`config.mk`:
```
export PLATFORM = sky130hd
export DESIGN_NAME = vga_sync_monitor
export DESIGN_NICKNAME = d
export VERILOG_FILES = /design/src/rtl/vga_sync_monitor_pkg.sv /design/src/rtl/vga_sync_monitor_sync_edge.sv /design/src/rtl/vga_sync_monitor.sv
export SDC_FILE = /design/constraint.sdc
export NUM_CORES = 1
export LEC_CHECK = 0
export CORE_MARGIN = 2
export CORE_UTILIZATION = 33
export CTS_CLUSTER_DIAMETER = 80
export DETAILED_ROUTE_END_ITERATION = 7
export MAX_ROUTING_LAYER = met4
export PLACE_DENSITY = 0.54
export SYNTH_ARGS = -nofsm -noshare
export SYNTH_HDL_FRONTEND = slang
export SYNTH_SLANG_ARGS = --single-unit
```
`constraint.sdc`:
```
create_clock -name clock -period 2.7 [get_ports clock]
set_clock_uncertainty 0.1 [all_clocks]
set_input_delay 0.54 -clock clock [delete_from_list [all_inputs] [get_ports clock]]
set_output_delay 0.54 -clock clock [all_outputs]
set_load 0.005 [all_outputs]
```
`src/rtl/vga_sync_monitor_pkg.sv`:
```
// Shared definitions for the VGA sync timing monitor: FSM encoding, default
// 640x480 timing at 4 clocks per pixel, and saturating/window helpers.
package vga_sync_monitor_pkg;

    typedef enum logic [1:0] {
        ST_SEARCH  = 2'd0,
        ST_MEASURE = 2'd1,
        ST_LOCKED  = 2'd2
    } state_t;

    localparam int DEF_H_PERIOD    = 3200;
    localparam int DEF_H_PULSE     = 384;
    localparam int DEF_V_LINES     = 525;
    localparam int DEF_V_PULSE     = 2;
    localparam int DEF_TOL         = 4;
    localparam int DEF_LOCK_FRAMES = 2;
    localparam int DEF_TIMEOUT     = 65535;
    localparam int DEF_ACTIVE_LOW  = 1;

    function automatic logic [15:0] sat_inc16(input logic [15:0] value);
        return (value == 16'hFFFF) ? value : value + 16'd1;
    endfunction

    function automatic logic [11:0] sat_inc12(input logic [11:0] value);
        return (value == 12'hFFF) ? value : value + 12'd1;
    endfunction

    function automatic logic in_window(input logic [15:0] value, input int nominal, input int tol);
        int v;
        v = int'({16'd0, value});
        return (v >= nominal - tol) && (v <= nominal + tol);
    endfunction

endpackage

```
`src/rtl/vga_sync_monitor_sync_edge.sv`:
```
// Two-flop synchronizer plus delay flop for one sync input; reports the
// normalized active level and assertion/deassertion edges.
module sync_edge #(
    parameter bit ACTIVE_LOW = 1'b1
) (
    input  logic clock,
    input  logic reset,
    input  logic din,
    output logic active,
    output logic assert_edge,
    output logic deassert_edge
);

    localparam logic IDLE_LEVEL = ACTIVE_LOW ? 1'b1 : 1'b0;

    logic meta_r;
    logic sync_r;
    logic dly_r;
    logic prev_active_s;

    // Synchronizer chain, parked at the inactive level in reset
    always_ff @(posedge clock) begin
        if (reset) begin
            meta_r <= IDLE_LEVEL;
            sync_r <= IDLE_LEVEL;
            dly_r  <= IDLE_LEVEL;
        end else begin
            meta_r <= din;
            sync_r <= meta_r;
            dly_r  <= sync_r;
        end
    end

    // Edges come from the last two stages so the top registers them on the third clock
    always_comb begin
        active        = sync_r ^ IDLE_LEVEL;
        prev_active_s = dly_r ^ IDLE_LEVEL;
        assert_edge   = active & ~prev_active_s;
        deassert_edge = ~active & prev_active_s;
    end

endmodule

```
`src/rtl/vga_sync_monitor.sv`:
```
// Measures hsync/vsync timing of an asynchronous VGA source, tracks lock
// against the expected mode and flags signal loss.
module vga_sync_monitor
    import vga_sync_monitor_pkg::*;
#(
    parameter int H_PERIOD    = DEF_H_PERIOD,
    parameter int H_PULSE     = DEF_H_PULSE,
    parameter int V_LINES     = DEF_V_LINES,
    parameter int V_PULSE     = DEF_V_PULSE,
    parameter int TOL         = DEF_TOL,
    parameter int LOCK_FRAMES = DEF_LOCK_FRAMES,
    parameter int TIMEOUT     = DEF_TIMEOUT,
    parameter int ACTIVE_LOW  = DEF_ACTIVE_LOW
) (
    input  logic        clock,
    input  logic        reset,
    input  logic        hs,
    input  logic        vs,
    input  logic        err_clr,
    output logic [15:0] h_period,
    output logic [15:0] h_pulse,
    output logic [11:0] v_lines,
    output logic [11:0] v_pulse,
    output logic        frame_valid,
    output logic        locked,
    output logic        err,
    output logic        no_signal
);

    localparam int TO_W = $clog2(TIMEOUT + 1);
    localparam int GC_W = $clog2(LOCK_FRAMES + 1);

    logic hs_act_s, hs_rise_s, hs_fall_s;
    logic vs_act_s, vs_rise_s, vs_deassert_unused_s;

    logic [15:0]     h_cnt_r, p_cnt_r, h_period_r, h_pulse_r;
    logic            h_armed_r, h_seen_r, pulse_ok_r;
    logic [11:0]     v_cnt_r, vp_cnt_r, v_lines_r, v_pulse_r;
    logic            frame_valid_r, frame_bad_r;
    logic [TO_W-1:0] to_cnt_r;
    logic [GC_W-1:0] good_cnt_r;
    logic            locked_r, err_r, no_signal_r;
    state_t          state_r, state_next_s;

    logic line_close_s, line_good_s, frame_good_s, timeout_s, lock_due_s, err_set_s;

    sync_edge #(.ACTIVE_LOW(ACTIVE_LOW != 0)) u_hs_sync (
        .clock         (clock),
        .reset         (reset),
        .din           (hs),
        .active        (hs_act_s),
        .assert_edge   (hs_rise_s),
        .deassert_edge (hs_fall_s)
    );

    sync_edge #(.ACTIVE_LOW(ACTIVE_LOW != 0)) u_vs_sync (
        .clock         (clock),
        .reset         (reset),
        .din           (vs),
        .active        (vs_act_s),
        .assert_edge   (vs_rise_s),
        .deassert_edge (vs_deassert_unused_s)
    );

    // A line closing on the same edge as vsync still belongs to the closing frame
    assign line_close_s = hs_rise_s && h_seen_r;
    assign line_good_s  = in_window(h_cnt_r, H_PERIOD, TOL) && pulse_ok_r;
    assign frame_good_s = !frame_bad_r && !(line_close_s && !line_good_s)
                          && (v_cnt_r == 12'(V_LINES)) && (vp_cnt_r == 12'(V_PULSE));
    assign timeout_s    = !hs_rise_s && (to_cnt_r == TO_W'(TIMEOUT - 1));
    assign lock_due_s   = (good_cnt_r == GC_W'(LOCK_FRAMES - 1));
    assign err_set_s    = (state_r == ST_LOCKED) && (state_next_s != ST_LOCKED);

    // Next-state decision, evaluated on frame boundaries and signal loss
    always_comb begin
        state_next_s = state_r;
        if (timeout_s) begin
            state_next_s = ST_SEARCH;
        end else if (vs_rise_s) begin
            case (state_r)
                ST_SEARCH:  state_next_s = ST_MEASURE;
                ST_MEASURE: begin
                    if (frame_good_s && lock_due_s) begin
                        state_next_s = ST_LOCKED;
                    end else begin
                        state_next_s = ST_MEASURE;
                    end
                end
                ST_LOCKED: begin
                    if (frame_good_s) begin
                        state_next_s = ST_LOCKED;
                    end else begin
                        state_next_s = ST_MEASURE;
                    end
                end
                default:    state_next_s = ST_SEARCH;
            endcase
        end else begin
            state_next_s = state_r;
        end
    end

    // State register, lock qualification, timeout and status flags
    always_ff @(posedge clock) begin
        if (reset) begin
            state_r     <= ST_SEARCH;
            good_cnt_r  <= '0;
            to_cnt_r    <= '0;
            locked_r    <= 1'b0;
            err_r       <= 1'b0;
            no_signal_r <= 1'b1;
        end else begin
            state_r  <= state_next_s;
            locked_r <= (state_next_s == ST_LOCKED);
            if ((state_r == ST_MEASURE) && vs_rise_s && !timeout_s) begin
                good_cnt_r <= frame_good_s ? good_cnt_r + GC_W'(1) : '0;
            end else if (state_r != ST_MEASURE) begin
                good_cnt_r <= '0;
            end
            if (hs_rise_s) begin
                to_cnt_r <= '0;
            end else if (to_cnt_r != TO_W'(TIMEOUT)) begin
                to_cnt_r <= to_cnt_r + TO_W'(1);
            end
            if (timeout_s) begin
                no_signal_r <= 1'b1;
            end else if (hs_rise_s) begin
                no_signal_r <= 1'b0;
            end
            if (err_set_s) begin
                err_r <= 1'b1;
            end else if (err_clr) begin
                err_r <= 1'b0;
            end
        end
    end

    // Horizontal measurement; a rise only qualifies once a deassertion has been seen
    always_ff @(posedge clock) begin
        if (reset) begin
            h_cnt_r    <= 16'd0;
            p_cnt_r    <= 16'd0;
            h_period_r <= 16'd0;
            h_pulse_r  <= 16'd0;
            h_armed_r  <= 1'b0;
            h_seen_r   <= 1'b0;
            pulse_ok_r <= 1'b0;
        end else if (timeout_s) begin
            h_cnt_r    <= sat_inc16(h_cnt_r);
            h_armed_r  <= 1'b0;
            h_seen_r   <= 1'b0;
            pulse_ok_r <= 1'b0;
        end else if (hs_rise_s) begin
            if (h_seen_r) begin
                h_period_r <= h_cnt_r;
            end
            h_cnt_r    <= 16'd1;
            p_cnt_r    <= 16'd1;
            h_seen_r   <= h_armed_r;
            pulse_ok_r <= 1'b0;
        end else begin
            h_cnt_r <= sat_inc16(h_cnt_r);
            if (hs_act_s) begin
                p_cnt_r <= sat_inc16(p_cnt_r);
            end
            if (hs_fall_s) begin
                h_armed_r <= 1'b1;
                if (h_seen_r) begin
                    h_pulse_r  <= p_cnt_r;
                    pulse_ok_r <= in_window(p_cnt_r, H_PULSE, TOL);
                end
            end
        end
    end

    // Vertical measurement and per-frame line quality
    always_ff @(posedge clock) begin
        if (reset) begin
            v_cnt_r       <= 12'd0;
            vp_cnt_r      <= 12'd0;
            v_lines_r     <= 12'd0;
            v_pulse_r     <= 12'd0;
            frame_valid_r <= 1'b0;
            frame_bad_r   <= 1'b0;
        end else if (vs_rise_s) begin
            v_cnt_r     <= {11'd0, hs_rise_s};
            vp_cnt_r    <= {11'd0, hs_rise_s};
            frame_bad_r <= 1'b0;
            if (state_r != ST_SEARCH) begin
                v_lines_r     <= v_cnt_r;
                v_pulse_r     <= vp_cnt_r;
                frame_valid_r <= 1'b1;
            end else begin
                frame_valid_r <= 1'b0;
            end
        end else begin
            frame_valid_r <= 1'b0;
            if (hs_rise_s) begin
                v_cnt_r <= sat_inc12(v_cnt_r);
                if (vs_act_s) begin
                    vp_cnt_r <= sat_inc12(vp_cnt_r);
                end
            end
            if (line_close_s && !line_good_s) begin
                frame_bad_r <= 1'b1;
            end
        end
    end

    assign h_period    = h_period_r;
    assign h_pulse     = h_pulse_r;
    assign v_lines     = v_lines_r;
    assign v_pulse     = v_pulse_r;
    assign frame_valid = frame_valid_r;
    assign locked      = locked_r;
    assign err         = err_r;
    assign no_signal   = no_signal_r;

endmodule

```
==> flow_summary.json <==
{
  "outcome": "complete, no violations",
  "via_count": 5688,
  "cts_tree": "built",
  "yosysWarnings": 0,
  "clk_pin_slew_worst_paths_ns": 0.06,
  "clk_path_buf_depth": 2,
  "crit_type": "flop to flop",
  "vdd_drop_max_v": 0.0003864,
  "post-route-period-util": 0.8685,
  "die_w_um": 145.9,
  "avgViaCountPerCell": 5.025,
  "layout_min_cycle_time_ns": 2.345,
  "die_h_um": 145.9,
  "gp_congestion": 0.8141,
  "multi_input_area_mm2": 0.003446,
  "post_cts_buffers": 0,
  "rsz0062_at_grt": "false",
  "ant_nets": 0,
  "first_iter_violations": 315,
  "detail_route.wl_per_cell_um": 14.12,
  "cts_hold_buf": 0,
  "grt_max_degree": 39,
  "cp_top_family": "simple AND/OR/NAND/NOR gates",
  "synth_edf_count": 0,
  "antenna_found_initial": 0,
  "seq_area_mm2": 0.002923,
  "async_flop_share": 0,
  "layout_commonest_cell": "dfxtp_1",
  "finalPower_w": 0.004954,
  "combPwrFrac": 0.025,
  "antenna_cells": 0,
  "p_clk_frac": 0.532,
  "max_stage_delay_ns": 0.62,
  "fmax_ghz": 0.4264,
  "cap_viol_max_count": 0,
  "endpoint_kind": "flop",
  "hp-start": "u_vs_sync.meta_r",
  "place_ws_ns": 0.3826,
  "drive_gt1_frac": 0.07958,
  "synth_area_mm2": 0.006648,
  "firstDrtPassIters": 5,
  "synth_flop_cell": "dfxtp_1",
  "clock-sinks": 146,
  "min_path_type": "flop to flop",
  "cts_resized": 0,
  "port_buffers": 64,
  "syn_to_final_growth_pct": 23.77,
  "initial_utilization": 0.3393,
  "grt_pass1_vias": 5450,
  "cts_made_buffers": 17,
  "dpl.hpwl_mm": 11.15,
  "root_buffer": "clkbuf_16",
  "synth-seq-cells": 146,
  "worst-path-buf-inv": 1,
  "final_cells": 1132,
  "core_mm2": 0.01959,
  "power_frac_seq": 0.443,
  "avgSynthCellArea_um2": 8.330,
  "die_area_mm2": 0.02130,
  "r2r_start": "p_cnt_r[0]",
  "htreeDepth": 4,
  "path_max_fanout": 7,
  "slew_violations": 0,
  "fin_ws_ns": 0.3550,
  "finalHoldViolations": 0,
  "dp.cells": 1101,
  "tns_ns": 0,
  "yosys.cell_types.count": 59,
  "required_ns": 2.92,
  "routed_wl_mm": 15.98,
  "grt_remaining_overflow": 0,
  "fp-row-count": 51,
  "finalNetCount": 871,
  "setup_violations": 0,
  "grt_pass1_wl_mm": 27.54,
  "timing.hold.ws_ns": 0.3053,
  "grt_use_total": 0.1609,
  "switchingPower_w": 0.001013,
  "synthCells": 798,
  "power_per_cell_area_mw_per_mm2": 602.1,
  "clk_latency_ns": 0.43,
  "relSlewSlack": 0.5408,
  "arrival_ns": 2.56,
  "synth.yosys.seq_area_share": 0.4397,
  "syn_nets": 814,
  "worstPathCellList": "ha_1, nand4_1, or4_1, nor2_1, buf_4, nor4_1, o211a_1",
  "startpoint": "p_cnt_r[0]",
  "power_leakage_nw": 2.691,
  "fill_cells": 2013,
  "worst_slew_pin_slew_ns": 0.6835,
  "swShare": 0.2046,
  "p_int_w": 0.003940,
  "io_pins": 65,
  "final_cell_mix": "dfxtp_1 (146), nand2_1 (118), nor2_1 (86)",
  "cp_slowest_cell": "or4_1",
  "start_kind": "flop",
  "drc": 0
}
-- cells in the mapped netlist (6+ instances only) --
cell      count  area (um2)
nor4_1       11       68.82
ha_1         11       137.6
xnor2_1      23       201.4
nand2_1     118       442.9
a21oi_1      70       350.3
o211ai_1      7       52.55
nand3b_1      6       45.04
or4_1        13       97.59
mux2i_1      21       210.2
dfxtp_1     146        2923
or2_2         8       50.05
nand4_1      29       181.4
nand2b_1     12       75.07
nor3_1       20       100.1
clkbuf_1     39       146.4
o21ai_0      16       80.08
nor2_1       86       322.8
or3_1         6       37.54
and3_1       10       62.56
xor2_1       16       140.1
nand3_1      24       120.1
and4_1        8       70.07
a31oi_1       6       37.54
inv_1        18       67.56
-- power by group through the flow --
stage	Clock [W]	Sequential [W]	Combinational, W
2_1_floorplan	0	0.00223	0.0000871
3_3_place_gp	0	0.00224	0.000126
3_5_place_dp	0	0.00224	0.000125
4_1_cts	0.00269	0.00219	0.000126
5_1_grt	0.00280	0.00220	0.000142
6_report	0.00264	0.00219	0.000123
-- cell type report --
cell class | instances | share of cell area
Clock buffer | 21 | 0.05839
Clock inverter | 10 | 0.02175
Inverter | 18 | 0.008212
Multi-Input combinational cell | 586 | 0.4188
Sequential cell | 146 | 0.3552
Tap cell | 265 | 0.04030
Timing Repair Buffer | 86 | 0.09732
-- worst paths after layout --
check | to | slack (ns) | cells past startpoint
setup / recovery | p_cnt_r[12] | 0.36 | 7
hold reg to reg | u_vs_sync.sync_r | 0.31 | 1
hold / removal | u_vs_sync.sync_r | 0.31 | 1
setup reg to reg | p_cnt_r[12] | 0.36 | 7
-- flip-flops by register name (all words and copies together) (netlist names), 2 cells and up --
name / count
v_cnt_r: 12
state_r: 2
p_cnt_r: 16
v_pulse: 12
vp_cnt_r: 12
h_pulse: 16
h_period: 16
good_cnt_r: 2
to_cnt_r: 16
h_cnt_r: 16
v_lines: 12
-- cell families after synthesis --
logic type      count (synthesis)  share of synthesized area
buf+inv                        66                    0.04254
simple gates                  376                     0.2821
mux                            21                    0.03162
fa+ha+maj                      11                    0.02070
compound gates                139                     0.1319
xor+xnor                       39                    0.05138
flops                         146                     0.4397
-- worst reg2reg max path, cell delays in order, from the launching register on --
cell,delay (ns)
dfxtp_1,0.44
ha_1,0.30
nand4_1,0.19
or4_1,0.62
nor2_1,0.18
buf_4,0.17
nor4_1,0.05
o211a_1,0.20
-- metrics by stage --
step	util	instance area (um2)
floorplan	-	6648
global placement	0.3863	7569
detailed placement	0.3863	7569
CTS	0.4200	8228
global route	0.4200	8228
finish	0.4200	8228
-- layer usage --
layer,track usage,part of all wire
met1,0.2078,0.50
met2,0.2528,0.47
met3,0.03636,0.027
met4,0.04559,0.0087
met5,-,0
Power figures use the tool's default switching activity.
==> patch: new RTL, same flow settings <==
Re-encode `state_t` (3 states) as one-hot, 3 bits wide.
--- a/src/rtl/vga_sync_monitor_pkg.sv
+++ b/src/rtl/vga_sync_monitor_pkg.sv
@@ -2,10 +2,10 @@
 // 640x480 timing at 4 clocks per pixel, and saturating/window helpers.
 package vga_sync_monitor_pkg;
 
-    typedef enum logic [1:0] {
-        ST_SEARCH  = 2'd0,
-        ST_MEASURE = 2'd1,
-        ST_LOCKED  = 2'd2
+    typedef enum logic [2:0] {
+        ST_SEARCH  = 3'b001,
+        ST_MEASURE = 3'b010,
+        ST_LOCKED  = 3'b100
     } state_t;
 
     localparam int DEF_H_PERIOD    = 3200;
Function: same outputs for any inputs over 4 cycles, from zero or initial values and one cycle with reset high; so few cycles prove little.
==> patch against the unedited design <==
Design area fell by 5.1%; synthesized cell count shrank 6.1%; highest routed layer unchanged; hold slack better by 0.0044 ns; critical path depth shrank 1; area after synthesis down 4.9%; sequential cell count is 1 higher; first-iteration DRC count fell by 13%; setup slack worse by 0.024 ns; power is 2.6% lower; wire length decreased by 10%; die area decreased by 4.8%; clock power shrank 6%.
==> patch: results (changes against the unedited design) <==
[run_status]
outcome = finished, final reports clean

[finish]
fillers = 1917  ; -4.8%
area_delta_synth_final_pct = 23.6
buf_share_pct = 9.39  ; -0.34 points
seq_share_pct = 37.7  ; +2.2 points

[setup_path]
r2r_slack_ns = 0.33  ; -0.02 ns
cp.arrival_ns = 2.55  ; about the same
rr_endpoint = err$_SDFFE_PP0P_
reg2reg_depth = 6  ; -1
slowest_stage = nor4b_1

[synth]
synth_compound_area_share_pct = 9.68  ; -3.5 points
synthTopCellsByArea = dfxtp_1 (47%), nand2_1 (6.9%), nor2_1 (5.8%)
synth_xor_area_share_pct = 6.93  ; +1.8 points
synth.mux.area_fraction_pct = 2.69  ; -0.47 points
syn_area_um2 = 6320  ; -4.9%
ys_seq_elements = 147  ; +0.68%

[sta]
min_period_ns = 2.37  ; +0.0239 ns

[pwr]
p_total_mw = 4.82  ; -2.6%
p_switching_mw = 1.12  ; +10%
clock_power_mw = 2.49  ; -6%
ir_drop_mv = 0.360  ; -6.8%

[routing]
drt_iter0_markers = 274  ; -13%
route.met2.wl_um = 6440  ; -14%
avgRoutedWirePerCell_um = 13.6  ; -3.7%

[place]
gp_congestion = 0.846  ; +3.9%

[grt]
grt_pass1_wl_um = 24300  ; -12%
grt_use_met2_pct = 22.7  ; -2.6 points
use_met1_pct = 20.6  ; -0.17 points

[patch: changes by cell type in the layout (fill, tap and decap cells not counted), moves of 7 or more]
cell     change
a21oi_1     -13
buf_4        -9
nand4_1     -11
nor2_1      +11
o21ai_0      -7
or4_1       -10
xnor2_1     +12
[patch: worst reg2reg max path, cell delays in order, from the launching register on]
cell and delay [ns]:
dfxtp_1 0.38, nor4b_1 0.43, nand4_1 0.18, a21oi_1 0.30
o211ai_1 0.23, o31ai_1 0.43, a41oi_1 0.17
[patch: worst min-delay path by stage]
stage | end | slack (ns) | depth (start not counted)
after floorplan | u_hs_sync.sync_r$_SDFF_PP1_ | 0.29 | 1
after global placement | u_vs_sync.sync_r$_SDFF_PP1_ | 0.29 | 1
after detailed placement | u_hs_sync.sync_r$_SDFF_PP1_ | 0.30 | 1
after CTS | u_hs_sync.sync_r$_SDFF_PP1_ | 0.31 | 1
after global routing | u_hs_sync.sync_r$_SDFF_PP1_ | 0.32 | 1
final | u_hs_sync.sync_r$_SDFF_PP1_ | 0.31 | 1
